`config.mk`:
```
export PLATFORM = sky130hd
export DESIGN_NAME = sample_sequencer
export DESIGN_NICKNAME = d
export VERILOG_FILES = /design/src/rtl/sampler_pkg.sv /design/src/rtl/tick_divider.sv /design/src/rtl/sample_sequencer.sv
export SDC_FILE = /design/constraint.sdc
export NUM_CORES = 1
export LEC_CHECK = 0
export ABC_AREA = 0
export CAP_MARGIN = 10
export CORE_MARGIN = 2
export CORE_UTILIZATION = 45
export DETAILED_ROUTE_END_ITERATION = 7
export HOLD_SLACK_MARGIN = 0.1
export PLACE_DENSITY = 0.73
export SYNTH_ARGS = -nofsm -noshare
export SYNTH_HDL_FRONTEND = slang
export SYNTH_SLANG_ARGS = --single-unit
```
`constraint.sdc`:
```
create_clock -name clk -period 2.19 [get_ports clk]
set_input_delay 0.219 -clock clk [delete_from_list [all_inputs] [get_ports clk]]
set_output_delay 0.219 -clock clk [all_outputs]
set_load 0.005 [all_outputs]
```
`src/rtl/sampler_pkg.sv`:
```
// Shared types and width helpers for the FFT sample sequencer.
package sampler_pkg;

    typedef enum logic {
        IDLE = 1'b0,
        RUN  = 1'b1
    } state_t;

    function automatic int addr_w(input int n);
        return (n > 1) ? $clog2(n) : 1;
    endfunction

    function automatic int chan_w(input int nch);
        return (nch > 1) ? $clog2(nch) : 1;
    endfunction

endpackage

```
`src/rtl/tick_divider.sv`:
```
// Programmable period divider: tick fires every div_q+1 enabled cycles, first tick div_q+1 cycles after load.
module tick_divider #(
    parameter int DIV_W = 16
) (
    input  logic             clk,
    input  logic             rst,
    input  logic             load,
    input  logic             en,
    input  logic [DIV_W-1:0] div,
    output logic             tick
);

    logic [DIV_W-1:0] div_q;
    logic [DIV_W-1:0] cnt;

    // Equality compare against the latched period keeps cnt within 0..div_q.
    assign tick = en && (cnt == div_q);

    always_ff @(posedge clk or posedge rst) begin
        if (rst) begin
            div_q <= '0;
            cnt   <= '0;
        end else if (load) begin
            div_q <= div;
            cnt   <= '0;
        end else if (en) begin
            cnt <= (cnt == div_q) ? '0 : cnt + DIV_W'(1);
        end
    end

endmodule

```
`src/rtl/sample_sequencer.sv`:
```
// Sample strobe sequencer: steps chan 0..NCH-1 within addr 0..N-1 at a programmable period.
module sample_sequencer
    import sampler_pkg::*;
#(
    parameter int N     = 16,
    parameter int NCH   = 2,
    parameter int DIV_W = 16,
    localparam int AW   = addr_w(N),
    localparam int CW   = chan_w(NCH)
) (
    input  logic             clk,
    input  logic             rst,
    input  logic             start,
    input  logic             stop,
    input  logic [DIV_W-1:0] div,
    input  logic             continuous,
    output logic             sample,
    output logic [CW-1:0]    chan,
    output logic [AW-1:0]    addr,
    output logic             last,
    output logic             run,
    output logic             done
);

    state_t        state;
    logic          cont_q;
    logic          load;
    logic          en;
    logic          tick;
    logic          frame_end;
    logic [AW-1:0] addr_nx;
    logic [CW-1:0] chan_nx;
    logic          last_nx;

    assign load = (state == IDLE) && start;
    assign en   = (state == RUN);

    tick_divider #(
        .DIV_W (DIV_W)
    ) u_tick_divider (
        .clk  (clk),
        .rst  (rst),
        .load (load),
        .en   (en),
        .div  (div),
        .tick (tick)
    );

    // addr wraps by explicit compare so N need not be a power of two.
    always_comb begin
        addr_nx = addr;
        chan_nx = chan + CW'(1);
        if (chan == CW'(NCH - 1)) begin
            chan_nx = '0;
            addr_nx = (addr == AW'(N - 1)) ? '0 : addr + AW'(1);
        end
        last_nx = (addr_nx == AW'(N - 1)) && (chan_nx == CW'(NCH - 1));
    end

    // A stop seen in the final-strobe cycle still ends this frame.
    assign frame_end = last && (!cont_q || stop);

    always_ff @(posedge clk or posedge rst) begin
        if (rst) begin
            state  <= IDLE;
            cont_q <= 1'b0;
            sample <= 1'b0;
            last   <= 1'b0;
            run    <= 1'b0;
            done   <= 1'b0;
            addr   <= '0;
            chan   <= '0;
        end else begin
            case (state)
                IDLE: begin
                    done   <= 1'b0;
                    sample <= 1'b0;
                    last   <= 1'b0;
                    if (start) begin
                        state  <= RUN;
                        run    <= 1'b1;
                        sample <= 1'b1;
                        cont_q <= continuous && !stop;
                        addr   <= '0;
                        chan   <= '0;
                    end
                end
                RUN: begin
                    if (stop)
                        cont_q <= 1'b0;
                    if (frame_end) begin
                        state  <= IDLE;
                        run    <= 1'b0;
                        done   <= 1'b1;
                        sample <= 1'b0;
                        last   <= 1'b0;
                        addr   <= '0;
                        chan   <= '0;
                    end else begin
                        done   <= 1'b0;
                        sample <= tick;
                        if (tick) begin
                            addr <= addr_nx;
                            chan <= chan_nx;
                            last <= last_nx;
                        end else begin
                            last <= 1'b0;
                        end
                    end
                end
                default: state <= IDLE;
            endcase
        end
    end

endmodule

```
# Yosys cells after proc, flatten, opt, wreduce, memory -nomap -nowiden
# Cells that the tools add are included.
dict set report op_classes {
  bitwise 1
  muxes 30
  n_eq_ne 7
  addsub 3
  n_reduce_logical 12
}
# cell n
set op_table {}
lappend op_table {{two-way mux 16 bit} 3}
lappend op_table {{two-way mux 4 bit} 5}
lappend op_table {{adder 16 x 1 -> 16 bit (second input constant)} 1}
lappend op_table {{equality test 16 bit} 1}
lappend op_table {{two-way mux 1 bit} 14}
lappend op_table {{one-hot mux 1 bit (2 select lines)} 7}
lappend op_table {{equality test 4 bit (second input constant)} 2}
lappend op_table {{one-hot mux 4 bit (2 select lines)} 1}
lappend op_table {{AND reduction 2 bit} 3}
lappend op_table {{logical AND 1 bit} 5}
lappend op_table {{adder 4 x 1 -> 4 bit (second input constant)} 1}
lappend op_table {{inequality test 2 bit (second input constant)} 2}
lappend op_table {{inequality test 3 x 1 -> 1 bit (second input constant)} 1}
lappend op_table {{logical NOT 1 bit} 2}
lappend op_table {{inequality test 2 x 1 -> 1 bit (second input constant)} 1}
lappend op_table {{nonzero test 2 bit} 1}
lappend op_table {{adder 1 bit (second input constant)} 1}
lappend op_table {{logical OR 1 bit} 1}
lappend op_table {{inverter 1 bit} 1}
dict set report totals {
  word_cells 63
  register_bits 43
  input_bits 21
  output_inout_bits 9
}

# Longest topological paths before layout
dict set report logic_depth {
  word_depth 8
  ltp_mapped 7
  depth_no_buf 6
}

# Modules after synthesis
# Synthesis repeated with hierarchy kept, for this count alone.
dict set report unflattened {
  cells_unflattened 195
  area_unflattened_um2 2164.6
}
# module n_inst area_per_inst_um2 seq_area_each_um2 cells_each
set by_module_without_submodules {}
lappend by_module_without_submodules {tick_divider 1 1650.3 800.8 144}
lappend by_module_without_submodules {sample_sequencer 1 514.2 275.3 51}

# Worst setup path before layout
# OpenSTA, ideal clock, no wires.
dict set report synth_timing {
  kind {flip-flop to flip-flop}
  start {register u_tick_divider.cnt[0]}
  end {register addr[3]}
  n_path_buf 0
  t_required_ps 2056
  setup_ps 134
  arrival_time_ps 1743
  stages_incl_launch_ff 6
  period_less_slack_ps 1878
  setup_slack_ps 312
  cell_sequence {dfrtp_1 > xnor2_2 > nand4_4 > or4_4 > o311ai_2 > o41ai_1}
}
dict set report synth_via {
  elab_chain_cells 4
}
# element line
set synth_rtl {}
lappend synth_rtl {{start, declared} tick_divider.sv:14} ;# logic [DIV_W-1:0] cnt;
lappend synth_rtl {{start signal, assigned} tick_divider.sv:27} ;# cnt <= (cnt == div_q) ? '0 : cnt + DIV_W'(1);
lappend synth_rtl {{equality test 16 bit} tick_divider.sv:17} ;# assign tick = en && (cnt == div_q);
lappend synth_rtl {{logical AND 1 bit} tick_divider.sv:17}
lappend synth_rtl {{inequality test 3 x 1 -> 1 bit (no source line)} -}
lappend synth_rtl {{AND reduction 2 bit (no source line)} -}
lappend synth_rtl {{end signal, assigned} sample_sequencer.sv:103} ;# addr <= addr_nx;
lappend synth_rtl {{end, declared} sample_sequencer.sv:19} ;# output logic [AW-1:0] addr,
# Every way passes these cells.
# A chain may end at the register's enable or synchronous reset.

# Worst setup path after layout
dict set report layout_timing {
  start {register u_tick_divider.cnt[5]}
  end {register addr[3]}
}
# Same word-level chain as after synthesis.

==> results.sh <==
export IMPL_status="finished, final reports clean"
export IMPL_synth_xor_area_share_pct=9.867
export IMPL_final_max_slew_viol_count=0
export IMPL_clk_pin_slew_ns=0.08
export IMPL_powerDensity_mw_per_mm2=911.8
export IMPL_ys_seq_area_share_pct=47.67
export IMPL_cts_hold_buf=0
export IMPL_htree_levels=2
export IMPL_final_cells=311
export IMPL_p_clk_share_pct=19.4
export IMPL_switching_share_pct=33.62
export IMPL_netlist_area_mm2=0.002257
export IMPL_first_pass_iters=6
export IMPL_synth_top_family_by_area="simple AND/OR/NAND/NOR gates"
export IMPL_fmax_ghz=0.5000
export IMPL_ant_nets=0
export IMPL_die_w_um=74.83
export IMPL_route_layer_met1_wl_mm=2.170
export IMPL_yosysUniqueCellTypes=42
export IMPL_synthMostInstantiatedCell="dfrtp_1"
export IMPL_cap_viol_max_count=0
export IMPL_cts_buffer_depth=2
export IMPL_synthTopCellsByCount="43 x dfrtp_1, 24 x nand2_1, 17 x nand3_1"
export IMPL_io_pins=30
export IMPL_initial_core_util_pct=47.16
export IMPL_rows=25
export IMPL_synth_largest_area_cell="dfrtp_1"
export IMPL_finalSetupViolCount=0
export IMPL_die_y_um=74.83
export IMPL_synth_edf_count=0
export IMPL_gp_congestion=0.8527
export IMPL_synth_warning_count=0
export IMPL_dp_hpwl_mm=3.316
export IMPL_grt_max_degree=44
export IMPL_end_kind="register"
export IMPL_worst_skew_pair_late_latency_ns=0.30
export IMPL_synth_seq_cells=43
export IMPL_finalWirelength_mm=4.680
export IMPL_worstSetupPathType="register to register"
export IMPL_wl_met3_um=236
export IMPL_post_route_drc_count=0
export IMPL_gr_total_overflow=0
export IMPL_syn_avg_cell_area_um2=10.96
export IMPL_drive_above_1_share_pct=17.21
export IMPL_synth_top_area_share_pct=47.67
export IMPL_finalHoldViolations=0
export IMPL_nets=266
export IMPL_cp_start_kind="register"
export IMPL_die_area_mm2=0.005599
export IMPL_fin_crit_sh_pct=91.33
export IMPL_syn_inst=206
export IMPL_crit_path_max_fanout=6
export IMPL_skew_ns=0.007040
export IMPL_critPathRequiredTime_ns=2.37
export IMPL_numCtsBuffers=5
export IMPL_post_cts_buffers=0
export IMPL_fin_area_mm2=0.002740
export IMPL_intPower_mw=1.658
export IMPL_cts_repair_resized=0
export IMPL_synth_compound_area_share_pct=12.69
export IMPL_cts_sinks=43
export IMPL_synth_area_leaders="dfrtp_1 48%, mux2_2 8.0%, nand2_1 4.0%"
export IMPL_fillers=434
export IMPL_fin_tns_setup_ns=0
export IMPL_slew_headroom_pct=64.12
export IMPL_combPwrFrac_pct=30.3
export IMPL_whs_ns=0.3592
export IMPL_syn_nets=229
export IMPL_dp_cells=303
export IMPL_switching_power_mw=0.8401
export IMPL_place_area_mm2=0.002659
export IMPL_route_met2_wl_mm=2.206
export IMPL_min_period_ns=2.000
export IMPL_track_usage_pct=19.66
export IMPL_synthMuxAreaShare_pct=7.982
export IMPL_portBuffers=29
export IMPL_ir_worst_vdd_mv=0.6173
export IMPL_root_buffer="clkbuf_8"
export IMPL_power_frac_seq_pct=50.3
export IMPL_core_area_mm2=0.004786
export IMPL_antenna_found_initial=0
export IMPL_tightest_slew_ns=0.5381
export IMPL_post_drt_wl_per_cell_um=15.05
export IMPL_grt_pass1_wl_mm=8.121
export IMPL_n_antenna_cell=0
export IMPL_detail_route_vias_per_cell=5.537
export IMPL_power_leakage_nw=1.102
export IMPL_vias=1722
export IMPL_cts_tree="built"
export IMPL_power_mw=2.498
export IMPL_drtIter0Drc=134
export IMPL_top_layer="met4"
export IMPL_yosys_area_share_simple_pct=17.68
export IMPL_min_path_type="primary input to async pin"
export IMPL_synth_fa_ha_area_share_pct=1.109
export IMPL_arrival_ns=2.18
export IMPL_ys_async_sr_fraction_pct=100.0
export IMPL_rsz0062_at_grt="no"
export IMPL_grt_pass1_vias=1705
export IMPL_syn_to_final_growth_pct=21.40
export IMPL_synthFlopType="dfrtp_1"
## critical path: stages, from the launching register on
cell and delay [ns]:
dfrtp_1 0.44, xnor2_1 0.19, nand4_1 0.26, or4_4 0.60
o311ai_2 0.28, o41ai_1 0.10
## per-stage QoR
step                      util, %  setup WS [ns]
final                       57.25         0.1898
after global routing        57.25        0.04316
after CTS                   57.25         0.1894
after detailed placement    55.56         0.2035
after global placement      55.56         0.1946
after floorplan                 -         0.3124
## state kept, by name (all words and copies together), names as in the netlist
signal and count:
addr 4, chan 1, cont_q 1, done 1, en 1, last 1
run 1, sample 1, u_tick_divider.cnt 16, u_tick_divider.div_q 16
## layout by cell type (no fill, tap or decap), drive strengths merged, types with 3 or more instances in the layout
cell            n
a22o            3
a21oi           6
o311ai          5
or3             3
mux2           16
clkdlybuf4s50  29
nand3          17
clkbuf          7
o211ai          3
o21ai          13
buf             7
xor2            3
nand2          24
nor3            5
nand4           8
xnor2          16
nor4            3
nor2            5
inv             8
dfrtp          43
## worst paths after layout
| check | from | endpoint | slack [ns] | depth (start not counted) |
|---|---|---|---|---|
| min in group clk | run | run | 0.53 | 2 |
| hold reg to reg | run | run | 0.53 | 2 |
| max in group asynchronous | rst | u_tick_divider.cnt[7] | 1.46 | 3 |
| hold / removal | rst | cont_q | 0.36 | 3 |
| setup reg to reg | u_tick_divider.cnt[5] | addr[3] | 0.19 | 5 |
| setup / recovery | u_tick_divider.cnt[5] | addr[3] | 0.19 | 5 |
## power groups by stage
stage | Sequential [mW] | Combinational [mW] | Clock (mW)
global route | 1.28 | 0.842 | 0.543
finish | 1.26 | 0.757 | 0.486
floorplan | 1.19 | 0.628 | 0
global placement | 1.26 | 0.745 | 0
detailed placement | 1.26 | 0.762 | 0
CTS | 1.25 | 0.766 | 0.499
## routing by layer
metal  track usage, %  vias up
met5                0        -
met4            7.937        0
met3            4.150        7
met2            31.09       52
met1            26.47      836
li1                 -      827
## area by class of cell
type / instances / area [um2] / share of cell area (%)
timing repair buffer: 36 / 355.3 / 12.97
clock buffer: 7 / 76.32 / 2.785
multi-input combinational: 149 / 1114 / 40.64
clock inverter: 1 / 5.005 / 0.1826
tap: 67 / 83.83 / 3.059
sequential: 43 / 1076 / 39.27
inverter: 8 / 30.03 / 1.096
## cell families after synthesis
family                   count (synthesis)
adder cells (fa/ha/maj)                  2
multiplexers                            16
flip-flops                              43
buffers and inverters                   14
AO/OA/AOI/OAI                           39
XOR/XNOR                                19
AND/OR/NAND/NOR                         73
Note: power is estimated with default switching activity, not from simulation.
